<file path="src/rtl/simplecpu_wb_loader_pkg.sv">
// Shared constants for the simplecpu Wishbone program loader: register map,
// CTRL/STATUS bit positions and the drain state encoding.
package simplecpu_loader_pkg;

    localparam logic [2:0] REG_CTRL   = 3'd0;
    localparam logic [2:0] REG_LOAD   = 3'd1;
    localparam logic [2:0] REG_STATUS = 3'd2;
    localparam logic [2:0] REG_OUT    = 3'd3;
    localparam logic [2:0] REG_CKSUM  = 3'd4;

    localparam int unsigned CTRL_RUN   = 0;
    localparam int unsigned CTRL_CLEAR = 1;

    localparam int unsigned STAT_EMPTY    = 8;
    localparam int unsigned STAT_FULL     = 9;
    localparam int unsigned STAT_BUSY     = 10;
    localparam int unsigned STAT_OVF      = 11;
    localparam int unsigned STAT_DONE_LSB = 16;

    typedef enum logic [1:0] {
        DRAIN_IDLE,
        DRAIN_PULSE,
        DRAIN_GAP
    } drain_state_e;

endpackage

</file>
<file path="src/rtl/simplecpu_wb_loader_if.sv">
// Wishbone slave bus bundle for the simplecpu program loader.
interface simplecpu_wb_loader_if;

    logic        wbs_stb_i;
    logic        wbs_cyc_i;
    logic        wbs_we_i;
    logic [3:0]  wbs_sel_i;
    logic [31:0] wbs_dat_i;
    logic [31:0] wbs_adr_i;
    logic        wbs_ack_o;
    logic [31:0] wbs_dat_o;

    modport master (
        output wbs_stb_i, wbs_cyc_i, wbs_we_i, wbs_sel_i, wbs_dat_i, wbs_adr_i,
        input  wbs_ack_o, wbs_dat_o
    );

    modport slave (
        input  wbs_stb_i, wbs_cyc_i, wbs_we_i, wbs_sel_i, wbs_dat_i, wbs_adr_i,
        output wbs_ack_o, wbs_dat_o
    );

endinterface

</file>
<file path="src/rtl/simplecpu_wb_loader_fifo.sv">
// Synchronous FIFO buffering {addr,data} program-RAM writes. Clear has priority;
// a push into a full FIFO is accepted only when a pop happens in the same cycle.
module loader_fifo #(
    parameter int unsigned WIDTH = 12,
    parameter int unsigned DEPTH = 4
) (
    input  logic                     clk,
    input  logic                     rst,
    input  logic                     clear,
    input  logic                     push,
    input  logic                     pop,
    input  logic [WIDTH-1:0]         din,
    output logic [WIDTH-1:0]         dout,
    output logic [$clog2(DEPTH):0]   count,
    output logic                     full,
    output logic                     empty
);

    localparam int unsigned AW = $clog2(DEPTH);

    logic [WIDTH-1:0] mem [DEPTH];
    logic [AW-1:0]    rd_ptr;
    logic [AW-1:0]    wr_ptr;
    logic             do_push;
    logic             do_pop;

    assign full    = (count == (AW+1)'(DEPTH));
    assign empty   = (count == '0);
    assign do_pop  = pop && !empty;
    assign do_push = push && (!full || do_pop);
    assign dout    = mem[rd_ptr];

    always_ff @(posedge clk or posedge rst) begin
        if (rst) begin
            rd_ptr <= '0;
            wr_ptr <= '0;
            count  <= '0;
            for (int unsigned i = 0; i < DEPTH; i++) mem[i] <= '0;
        end else if (clear) begin
            rd_ptr <= '0;
            wr_ptr <= '0;
            count  <= '0;
        end else begin
            if (do_push) begin
                mem[wr_ptr] <= din;
                wr_ptr      <= wr_ptr + 1'b1;
            end
            if (do_pop) rd_ptr <= rd_ptr + 1'b1;
            case ({do_push, do_pop})
                2'b10:   count <= count + 1'b1;
                2'b01:   count <= count - 1'b1;
                default: ;
            endcase
        end
    end

endmodule

</file>
<file path="src/rtl/simplecpu_wb_loader.sv">
// Wishbone loader for simplecpu: buffers LOAD writes and drains them as timed load_ram pulses,
// drives cpu_reset and samples out_port. Define LOADER_CHECKSUM_EN to add the CKSUM register.
module simplecpu_wb_loader
    import simplecpu_loader_pkg::*;
#(
    parameter logic [31:0] BASE_ADDR  = 32'h3000_0000,
    parameter int unsigned FIFO_DEPTH = 4,
    parameter int unsigned LOAD_PULSE = 2,
    parameter int unsigned ADDR_W     = 4,
    parameter int unsigned DATA_W     = 8
) (
    input  logic                  wb_clk_i,
    input  logic                  wb_rst_i,
    simplecpu_wb_loader_if.slave  wb,
    output logic                  load_ram,
    output logic [ADDR_W-1:0]     load_addr,
    output logic [DATA_W-1:0]     load_data,
    output logic                  cpu_reset,
    input  logic [7:0]            out_port
);

    localparam int unsigned EW = ADDR_W + DATA_W;
    localparam int unsigned CW = $clog2(FIFO_DEPTH) + 1;
    localparam int unsigned PW = (LOAD_PULSE > 1) ? $clog2(LOAD_PULSE) : 1;

    logic          sel;
    logic          req_we;
    logic [2:0]    req_off;
    logic [31:0]   req_dat;
    logic [31:0]   rd_val;
    logic          wr_commit;
    logic          ctrl_wr;
    logic          load_wr;
    logic          status_wr;
    logic          fifo_clear;

    logic          run;
    logic          overflow;
    logic [7:0]    out_q;
    logic [15:0]   loads_done;
    drain_state_e  state;
    logic [PW-1:0] pulse_cnt;
    logic          pulse_done;
    logic          start;
    logic          busy;
    logic [7:0]    cksum_rd;

    logic [CW-1:0] fifo_count;
    logic          fifo_full;
    logic          fifo_empty;
    logic [EW-1:0] fifo_dout;

    logic          unused_bits;
    assign unused_bits = ^{wb.wbs_sel_i, wb.wbs_adr_i[1:0], req_dat};

    assign sel = wb.wbs_stb_i && wb.wbs_cyc_i && !wb.wbs_ack_o
              && (wb.wbs_adr_i[31:5] == BASE_ADDR[31:5]);

    // Writes are latched on selection and take effect in the ack cycle.
    assign wr_commit  = wb.wbs_ack_o && req_we;
    assign ctrl_wr    = wr_commit && (req_off == REG_CTRL);
    assign load_wr    = wr_commit && (req_off == REG_LOAD);
    assign status_wr  = wr_commit && (req_off == REG_STATUS);
    assign fifo_clear = ctrl_wr && req_dat[CTRL_CLEAR];

    assign busy       = (state != DRAIN_IDLE);
    assign pulse_done = (state == DRAIN_PULSE) && (pulse_cnt == '0);
    assign start      = (state != DRAIN_PULSE) && !fifo_empty && !run && !fifo_clear;

    always_comb begin
        rd_val = '0;
        case (wb.wbs_adr_i[4:2])
            REG_CTRL:   rd_val[CTRL_RUN] = run;
            REG_STATUS: begin
                rd_val[7:0]        = 8'(fifo_count);
                rd_val[STAT_EMPTY] = fifo_empty;
                rd_val[STAT_FULL]  = fifo_full;
                rd_val[STAT_BUSY]  = busy;
                rd_val[STAT_OVF]   = overflow;
                rd_val[31:STAT_DONE_LSB] = loads_done;
            end
            REG_OUT:    rd_val[7:0] = out_q;
            REG_CKSUM:  rd_val[7:0] = cksum_rd;
            default:    ;
        endcase
    end

    always_ff @(posedge wb_clk_i or posedge wb_rst_i) begin
        if (wb_rst_i) begin
            wb.wbs_ack_o <= 1'b0;
            wb.wbs_dat_o <= '0;
            req_we       <= 1'b0;
            req_off      <= '0;
            req_dat      <= '0;
        end else begin
            wb.wbs_ack_o <= sel;
            if (sel) begin
                req_we       <= wb.wbs_we_i;
                req_off      <= wb.wbs_adr_i[4:2];
                req_dat      <= wb.wbs_dat_i;
                wb.wbs_dat_o <= wb.wbs_we_i ? '0 : rd_val;
            end
        end
    end

    always_ff @(posedge wb_clk_i or posedge wb_rst_i) begin
        if (wb_rst_i) begin
            run       <= 1'b0;
            overflow  <= 1'b0;
            cpu_reset <= 1'b1;
            out_q     <= '0;
        end else begin
            cpu_reset <= ~run;
            out_q     <= out_port;
            if (ctrl_wr) run <= req_dat[CTRL_RUN];
            if (status_wr && req_dat[STAT_OVF]) overflow <= 1'b0;
            else if (load_wr && fifo_full && !start) overflow <= 1'b1;
        end
    end

    loader_fifo #(
        .WIDTH (EW),
        .DEPTH (FIFO_DEPTH)
    ) u_fifo (
        .clk   (wb_clk_i),
        .rst   (wb_rst_i),
        .clear (fifo_clear),
        .push  (load_wr),
        .pop   (start),
        .din   (req_dat[EW-1:0]),
        .dout  (fifo_dout),
        .count (fifo_count),
        .full  (fifo_full),
        .empty (fifo_empty)
    );

    // GAP also serves as the idle decision cycle, so queued entries are separated by one low cycle.
    always_ff @(posedge wb_clk_i or posedge wb_rst_i) begin
        if (wb_rst_i) begin
            state      <= DRAIN_IDLE;
            load_ram   <= 1'b0;
            load_addr  <= '0;
            load_data  <= '0;
            pulse_cnt  <= '0;
            loads_done <= '0;
        end else begin
            case (state)
                DRAIN_PULSE: begin
                    if (pulse_done) begin
                        state      <= DRAIN_GAP;
                        load_ram   <= 1'b0;
                        loads_done <= loads_done + 16'd1;
                    end else begin
                        pulse_cnt <= pulse_cnt - 1'b1;
                    end
                end
                default: begin
                    if (start) begin
                        state     <= DRAIN_PULSE;
                        load_ram  <= 1'b1;
                        load_addr <= fifo_dout[EW-1:DATA_W];
                        load_data <= fifo_dout[DATA_W-1:0];
                        pulse_cnt <= PW'(LOAD_PULSE - 1);
                    end else begin
                        state <= DRAIN_IDLE;
                    end
                end
            endcase
        end
    end

`ifdef LOADER_CHECKSUM_EN
    logic       cksum_wr;
    logic [7:0] cksum;

    assign cksum_wr = wr_commit && (req_off == REG_CKSUM);
    assign cksum_rd = cksum;

    always_ff @(posedge wb_clk_i or posedge wb_rst_i) begin
        if (wb_rst_i) begin
            cksum <= '0;
        end else if (fifo_clear || cksum_wr) begin
            cksum <= '0;
        end else if (pulse_done) begin
            cksum <= cksum + 8'(load_data);
        end
    end
`else
    assign cksum_rd = '0;
`endif

endmodule

</file>
<file path="src/flat_wrapper.sv">
// flat-port wrapper written by rule: the top's interface ports become plain ports
module simplecpu_wb_loader_flat import simplecpu_loader_pkg::*;
#(
    parameter logic [31:0] BASE_ADDR  = 32'h3000_0000,
    parameter int unsigned FIFO_DEPTH = 4,
    parameter int unsigned LOAD_PULSE = 2,
    parameter int unsigned ADDR_W     = 4,
    parameter int unsigned DATA_W     = 8
)
  (wb_clk_i, wb_rst_i, load_ram, load_addr, load_data, cpu_reset, out_port, wb_wbs_stb_i, wb_wbs_cyc_i, wb_wbs_we_i, wb_wbs_sel_i, wb_wbs_dat_i, wb_wbs_adr_i, wb_wbs_ack_o, wb_wbs_dat_o);
  simplecpu_wb_loader_if wb_i ();
  input  logic wb_clk_i;
  input  logic wb_rst_i;
  output logic load_ram;
  output logic [ADDR_W-1:0] load_addr;
  output logic [DATA_W-1:0] load_data;
  output logic cpu_reset;
  input  logic [7:0] out_port;
  input wire logic [$bits(wb_i.wbs_stb_i)-1:0] wb_wbs_stb_i;
  input wire logic [$bits(wb_i.wbs_cyc_i)-1:0] wb_wbs_cyc_i;
  input wire logic [$bits(wb_i.wbs_we_i)-1:0] wb_wbs_we_i;
  input wire logic [$bits(wb_i.wbs_sel_i)-1:0] wb_wbs_sel_i;
  input wire logic [$bits(wb_i.wbs_dat_i)-1:0] wb_wbs_dat_i;
  input wire logic [$bits(wb_i.wbs_adr_i)-1:0] wb_wbs_adr_i;
  output wire logic [$bits(wb_i.wbs_ack_o)-1:0] wb_wbs_ack_o;
  output wire logic [$bits(wb_i.wbs_dat_o)-1:0] wb_wbs_dat_o;
  assign wb_i.wbs_stb_i = wb_wbs_stb_i;
  assign wb_i.wbs_cyc_i = wb_wbs_cyc_i;
  assign wb_i.wbs_we_i = wb_wbs_we_i;
  assign wb_i.wbs_sel_i = wb_wbs_sel_i;
  assign wb_i.wbs_dat_i = wb_wbs_dat_i;
  assign wb_i.wbs_adr_i = wb_wbs_adr_i;
  assign wb_wbs_ack_o = wb_i.wbs_ack_o;
  assign wb_wbs_dat_o = wb_i.wbs_dat_o;
  simplecpu_wb_loader #(.BASE_ADDR(BASE_ADDR), .FIFO_DEPTH(FIFO_DEPTH), .LOAD_PULSE(LOAD_PULSE), .ADDR_W(ADDR_W), .DATA_W(DATA_W)) u_core (.wb_clk_i(wb_clk_i), .wb_rst_i(wb_rst_i), .wb(wb_i), .load_ram(load_ram), .load_addr(load_addr), .load_data(load_data), .cpu_reset(cpu_reset), .out_port(out_port));
endmodule
</file>
<file path="config.mk">
export PLATFORM = sky130hd
export DESIGN_NAME = simplecpu_wb_loader_flat
export DESIGN_NICKNAME = d
export VERILOG_FILES = /design/src/rtl/simplecpu_wb_loader_pkg.sv /design/src/rtl/simplecpu_wb_loader_if.sv /design/src/rtl/simplecpu_wb_loader_fifo.sv /design/src/rtl/simplecpu_wb_loader.sv /design/src/flat_wrapper.sv
export SDC_FILE = /design/constraint.sdc
export NUM_CORES = 1
export LEC_CHECK = 0
export ABC_AREA = 1
export CAP_MARGIN = 20
export CORE_MARGIN = 1
export CORE_UTILIZATION = 25
export DETAILED_ROUTE_END_ITERATION = 8
export HOLD_SLACK_MARGIN = 0.06
export PLACE_DENSITY = 0.55
export SETUP_SLACK_MARGIN = 0.1
export SYNTH_ARGS = -nofsm -noshare
export SYNTH_HDL_FRONTEND = slang
export SYNTH_SLANG_ARGS = --single-unit
</file>
<file path="constraint.sdc">
create_clock -name wb_clk_i -period 6.2 [get_ports wb_clk_i]
set_input_delay 1.24 -clock wb_clk_i [delete_from_list [all_inputs] [get_ports wb_clk_i]]
set_output_delay 1.24 -clock wb_clk_i [all_outputs]
set_load 0.1 [all_outputs]
</file>
After elaboration in Yosys (flattened, before gate mapping). Index checks and enable logic that the tools add are counted.

Add/subtract/negate cells: 6. $lt $le $gt $ge: 3. Equal/unequal tests: 12. Muxes and demuxes: 27. Bitwise operators: 6. Reductions and logical operators: 39.

Operators by type and width (count): bitwise mux 48 bit (1); 2-to-1 mux 12 bit (3); 2-to-1 mux 32 bit (1); equality test 27 x 25 -> 1 bit (second input constant) (1); binary-select mux 12 bit (select 2 bit) (1); demux 12 bit (select 2 bit) (1); logical AND 1 bit (18); adder 16 x 1 -> 16 bit (second input constant) (1); 2-to-1 mux 16 bit (1); one-hot mux 7 bit (2 select lines) (1); 2-to-1 mux 2 bit (6); AND reduction 2 bit (5); nonzero test 2 bit (5); equality test 3 x 2 -> 1 bit (second input constant) (3); logical NOT 3 bit (3); 2-to-1 mux 1 bit (8); >= comparator 3 bit (second input constant) (2); logical NOT 1 bit (6); NOT 2 -> 3 bit (2); one-hot mux 3 bit (2 select lines) (1); adder 2 x 1 -> 2 bit (second input constant) (2); equality test 2 x 1 -> 1 bit (second input constant) (2); 2-to-1 mux 4 bit (1); inequality test 2 x 1 -> 1 bit (second input constant) (2); 13 further kinds (16).

Register bits after elaboration: 147. Input bits: 81. Word-level logic and storage cells: 115.

Logic depth before layout (Yosys ltp).
Depth in word-level cells: 11. Depth in mapped cells: 13. Mapped depth without buffers: 13.

Hierarchy. From an unflattened synthesis, not the netlist that was laid out.

Cells, all modules: 886. Area total of the unflattened synthesis: 7061.8 um2.

Modules (own cells, without submodules): simplecpu_wb_loader (times used 1, cells each 545, area an instance 4285.4 um2, sequential area each 2203.4 um2); loader_fifo (times used 1, cells each 341, area an instance 2776.4 um2, sequential area each 1376.3 um2).

Least setup slack after synthesis. OpenSTA, ideal clock, no wires.

Path type: reg-to-reg. Start point: register u_core.wb.wbs_ack_o. End point: register u_core.u_fifo.count[2]. Setup time: 0.124 ns. Arrival: 2.791 ns. Setup slack: 3.285 ns. Cell stages (with the launch flop): 12. Period minus slack after synthesis: 2.915 ns. Cell sequence: dfrtp_1 > nand2_2 > nor2_4 > nand3_4 > nand2_8 > inv_1 > buf_2 > ha_1 > fa_1 > xnor2_1 > xor2_1 > a21oi_1.

Word-level cells in the longest chain between the ends: 11. Elaborated cells between the ends (all ways): 14. Classes of those cells: 2 x eq/ne; 2 x mux; 10 x reduce/logical.

Ends and longest elaborated chain: from (decl) (RTL line simplecpu_wb_loader_if.sv:20) `output wbs_ack_o, wbs_dat_o`; from (signal assigned) (RTL line simplecpu_wb_loader.sv:96) `wb.wbs_ack_o <= sel;`; logical AND 1 bit (*) (RTL line simplecpu_wb_loader.sv:60) `assign wr_commit = wb.wbs_ack_o && req_we;`; logical AND 1 bit (RTL line simplecpu_wb_loader.sv:61) `assign ctrl_wr = wr_commit && (req_off == REG_CTRL);`; logical AND 1 bit (RTL line simplecpu_wb_loader.sv:64) `assign fifo_clear = ctrl_wr && req_dat[CTRL_CLEAR];`; logical NOT 1 bit (RTL line simplecpu_wb_loader.sv:68) `assign start = (state != DRAIN_PULSE) && !fifo_empty && !run && !fifo_clear;`; logical AND 1 bit (RTL line simplecpu_wb_loader.sv:68); logical AND 1 bit (RTL line simplecpu_wb_loader_fifo.sv:29) `assign do_pop = pop && !empty;`; logical OR 1 bit (RTL line simplecpu_wb_loader_fifo.sv:30) `assign do_push = push && (!full || do_pop);`; logical AND 1 bit (RTL line simplecpu_wb_loader_fifo.sv:30); equality test 2 x 1 -> 1 bit or equality test 2 bit (tied branches) (RTL line simplecpu_wb_loader_fifo.sv:49) `case ({do_push, do_pop})`; one-hot mux 3 bit (2 select lines) (RTL line simplecpu_wb_loader_fifo.sv:49); 2-to-1 mux 3 bit (RTL line simplecpu_wb_loader_fifo.sv:39) `end else if (clear) begin`; to (signal assigned) (RTL line simplecpu_wb_loader_fifo.sv:50) `2'b10: count <= count + 1'b1;`; to (signal assigned) (RTL line simplecpu_wb_loader_fifo.sv:51) `2'b01: count <= count - 1'b1;`; to (decl) (RTL line simplecpu_wb_loader_fifo.sv:14) `output logic [$clog2(DEPTH):0] count,`.

Mark *: on every way between the ends. The rest lies on a longest branch, timed or not. A chain may end at the register's enable or synchronous reset.

Worst setup path after layout.
Start point: register u_core.cpu_reset. End point: output port cpu_reset.

RTL lines: from (decl) (RTL line simplecpu_wb_loader.sv:18) `output logic cpu_reset,`; from (signal assigned) (RTL line simplecpu_wb_loader.sv:113) `cpu_reset <= ~run;`; to (decl) (RTL line flat_wrapper.sv:17) `output logic cpu_reset;`.

No word-level cell between the ends.

==> PnR_summary.wiki <==
{| class="wikitable"
! Metric !! Value
|-
| Status || completed
|-
| Sequential fraction of design power || 45.2%
|-
| Combined area of the multi-input logic cells || 2910 um^2
|-
| Peak supply drop || 0.000155 V
|-
| Horizontal die dimension || 169 um
|-
| Max-slew violation count || 0
|-
| Crit path capture type || output port
|-
| Relative slew slack || 26.4%
|-
| Initial antenna violation count || 0
|-
| PortBufs || 97
|-
| Total Power || 2.07 mW
|-
| H-tree depth reported by CTS || 4
|-
| Combinational group share of total power || 4.2%
|-
| Worst Path Required || 4.96 ns
|-
| Power density of the placed cells || 236 nW/um^2
|-
| Max-Cap Viols || 0
|-
| Vias per cell || 4.44
|-
| Startpoint class of the critical path || flip-flop
|-
| Portion of the post-synthesis area used by sequential elements || 51.3%
|-
| CP arrival || 2.07 ns
|-
| Remaining design rule violation count || 0
|-
| Antenna Violating Nets Remaining || 0
|-
| Setup slack of the most critical reg-to-reg path || 3.52 ns
|-
| Number of core rows || 60
|-
| Setup slack after placement || 2.89 ns
|-
| Area share of the largest cell type after synthesis || 51.0%
|-
| RSZ-0062 raised after global routing || no
|-
| Mapped Avg Cell Area || 8.35 um^2
|-
| Worst min-delay path class || reg2reg
|-
| Highest fanout seen on the critical path || 1
|-
| Later-pin clock latency in the skew report || 0.43 ns
|-
| Mapped Cells || 835
|-
| CTS Hold Buffers Added || 0
|-
| Cell-internal power || 1.58 mW
|-
| Clk pwr share || 50.5%
|-
| Pin count of the biggest net entering global routing || 96
|-
| Clock transition at path regs || 0.06 ns
|-
| Leading cell type in the layout, fill and taps excluded || nand2_1
|-
| GRT Resource Usage Total || 13.6%
|-
| Number of vias in the routed layout || 5778
|-
| Post-CTS setup-driven buffer insertion count || 0
|-
| Netlist cell types || 35
|-
| Switching power summed over all nets || 0.487 mW
|-
| TritonCTS buffer count || 17
|-
| Sw Share || 23.5%
|-
| CTS tree || done
|-
| Syn Std Cell Area || 6970 um^2
|-
| Die area || 28600 um^2
|-
| Synthesis-stage register bit count || 143
|-
| Die Ht || 169 um
|-
| Post-cts repair resize count || 0
|-
| Slowest cell on the critical path || clkdlybuf4s50_1
|-
| Leak pwr || 4.22 nW
|-
| Core region area || 27200 um^2
|-
| Final total negative setup slack || 0 ns
|-
| Final Setup Violations || 0
|-
| Kind of critical path || reg2out
|-
| Overflow left after global routing || 0
|-
| Layout area overhead || 25.7%
|-
| Post-layout net count || 1003
|-
| Final worst-path setup slack || 2.89 ns
|-
| Actual transition at the worst max-transition pin || 1.10 ns
|-
| Critical path buffers and inverters || 1
|-
| Cell Chain, Critical Path || clkdlybuf4s50_1
|-
| Syn. warnings || 0
|-
| Commonest non-fill, non-tap cells in the layout || 250 x nand2_1, 142 x dfrtp_1, 116 x nor2_1
|-
| Initial Utilization || 25.7%
|-
| Total Wirelength || 18600 um
|-
| Final routed wire length divided by cell count || 14.3 um
|-
| Library cell occupying the most area in the post-synthesis netlist || dfrtp_1
|-
| Proportion of layout cells with a drive suffix above 1 || 7.22%
|-
| Hpwl dp || 11900 um
|-
| Fin crit period || 3.31 ns
|-
| Antenna diodes || 0
|-
| Via count of the first global-routing pass || 5763
|-
| Library cell used as clock root buffer || clkbuf_16
|-
| Top cells by area in the synthesized netlist || dfrtp_1 51%, nand2_1 13%, nor2_1 6.2%
|-
| Number of endpoints with negative hold slack in the final report || 0
|-
| Placer congestion estimate || 0.748
|-
| Cell family with most CP delay || buffers and inverters
|-
| Number of clock sinks || 143
|-
| Fraction of the cycle the final worst path needs || 53.4%
|-
| Initial DRC Count || 295
|-
| Ports placed on the boundary || 128
|-
| Layout fillers || 2969
|-
| Iteration count of the initial detailed-routing pass || 5
|-
| Clk buf depth || 2
|-
| Clk_skew || 0.0149 ns
|-
| Slowest cell delay on critical path || 1.13 ns
|-
| FMAX || 302 MHz
|-
| Flip-flop and latch area || 3580 um^2
|-
| First-pass GRT wire length || 30600 um
|}
layout make-up:
class                   instances  share of cell area (%)
clock buffers                  19                    5.05
clock inverters                13                    1.73
inverters                      50                    2.20
multi-input cells             600                    33.2
flip-flops and latches        143                    40.8
well taps                     372                    5.31
repair buffers                103                    11.7
cells by family after synthesis:
kind of cell / Yosys count / share of synthesized area [%]
and+or+nand+nor: 524 / 34.4
other: 1 / 0.0538
xor gates and xnor gates: 14 / 1.76
adders and majority gates: 7 / 1.36
AOI/OAI and AO/OA: 51 / 3.96
buffers and inverters: 95 / 7.18
DFF: 143 / 51.3
cells in the mapped netlist:
cell type / count
a211oi_1: 1
a21oi_1: 3
and2_1: 1
and3_1: 1
buf_12: 1
buf_2: 9
buf_4: 7
buf_6: 12
clkbuf_1: 16
conb_1: 1
dfrtp_1: 142
dfstp_2: 1
fa_1: 1
ha_1: 6
inv_1: 49
inv_2: 1
nand2_1: 250
nand2_2: 12
nand2_8: 2
nand3_1: 45
nand3_4: 5
nand3b_1: 1
nand4_1: 54
nor2_1: 116
nor2_2: 4
nor2_4: 3
nor3_1: 16
nor3_2: 1
nor3b_1: 5
nor4_1: 8
o211ai_1: 1
o21ai_0: 33
o22ai_1: 13
xnor2_1: 2
xor2_1: 12
layer usage:
layer	wire length (um)	track usage, %	up-vias
met1	8880	17.8	2781
met2	8630	22.2	111
li1	-	-	2873
met3	941	3.48	13
met4	162	4.11	0
met5	0	0	-
through the flow:
| step | hold slack [ns] | cells | cell area, um^2 | util, % |
|---|---|---|---|---|
| final | 0.465 | 1300 | 8770 | 32.3 |
| after global routing | 0.494 | 1300 | 8770 | 32.3 |
| after CTS | 0.468 | 1299 | 8750 | 32.2 |
| after detailed placement | 0.453 | 1267 | 8160 | 30.0 |
| after global placement | 0.450 | 1267 | 8160 | 30.0 |
| after floorplan | 0.385 | 838 | 6990 | - |
flip-flops by register name (all words and copies together), names as in the netlist:
name                  count
u_core.req_off            3
u_core.req_we             1
u_core.u_fifo.mem        48
u_core.overflow           1
u_core.state              2
u_core.loads_done        16
u_core.u_fifo.rd_ptr      2
u_core.load_data          8
u_core.wb.wbs_dat_o      28
u_core.pulse_cnt          1
u_core.run                1
u_core.u_fifo.count       3
u_core.req_dat           12
u_core.cpu_reset          1
u_core.u_fifo.wr_ptr      2
u_core.load_ram           1
u_core.wb.wbs_ack_o       1
u_core.load_addr          4
u_core.out_q              8
worst paths after layout:
check	start	to	cells past startpoint
setup / recovery	u_core.cpu_reset	cpu_reset	1
hold / removal	u_core.u_fifo.mem[22]	u_core.u_fifo.mem[22]	2
setup reg to reg	u_core.run	u_core.u_fifo.count[2]	11
hold reg to reg	u_core.u_fifo.mem[22]	u_core.u_fifo.mem[22]	2
max in group asynchronous	wb_rst_i	u_core.wb.wbs_dat_o[31]	3
min in group asynchronous	wb_rst_i	u_core.req_dat[0]	2
worst register-to-register path: stages, from the launching register on:
cell     delay (ns)
dfrtp_1        0.39
inv_1          0.14
nand2_1        0.11
nor2_4         0.19
nand2_8        0.15
nand2_8        0.33
nand2_1        0.19
ha_1           0.25
fa_1           0.38
xnor2_1        0.19
xor2_1         0.17
a21oi_1        0.08
power groups by stage:
stage,logic (mW),registers (mW),clock network [mW]
floorplan,0.0412,0.954,0
global placement,0.0895,0.953,0
detailed placement,0.0899,0.953,0
CTS,0.0900,0.936,1.07
global route,0.0975,0.936,1.11
finish,0.0879,0.936,1.05
(Power assumes the default switching activity.)
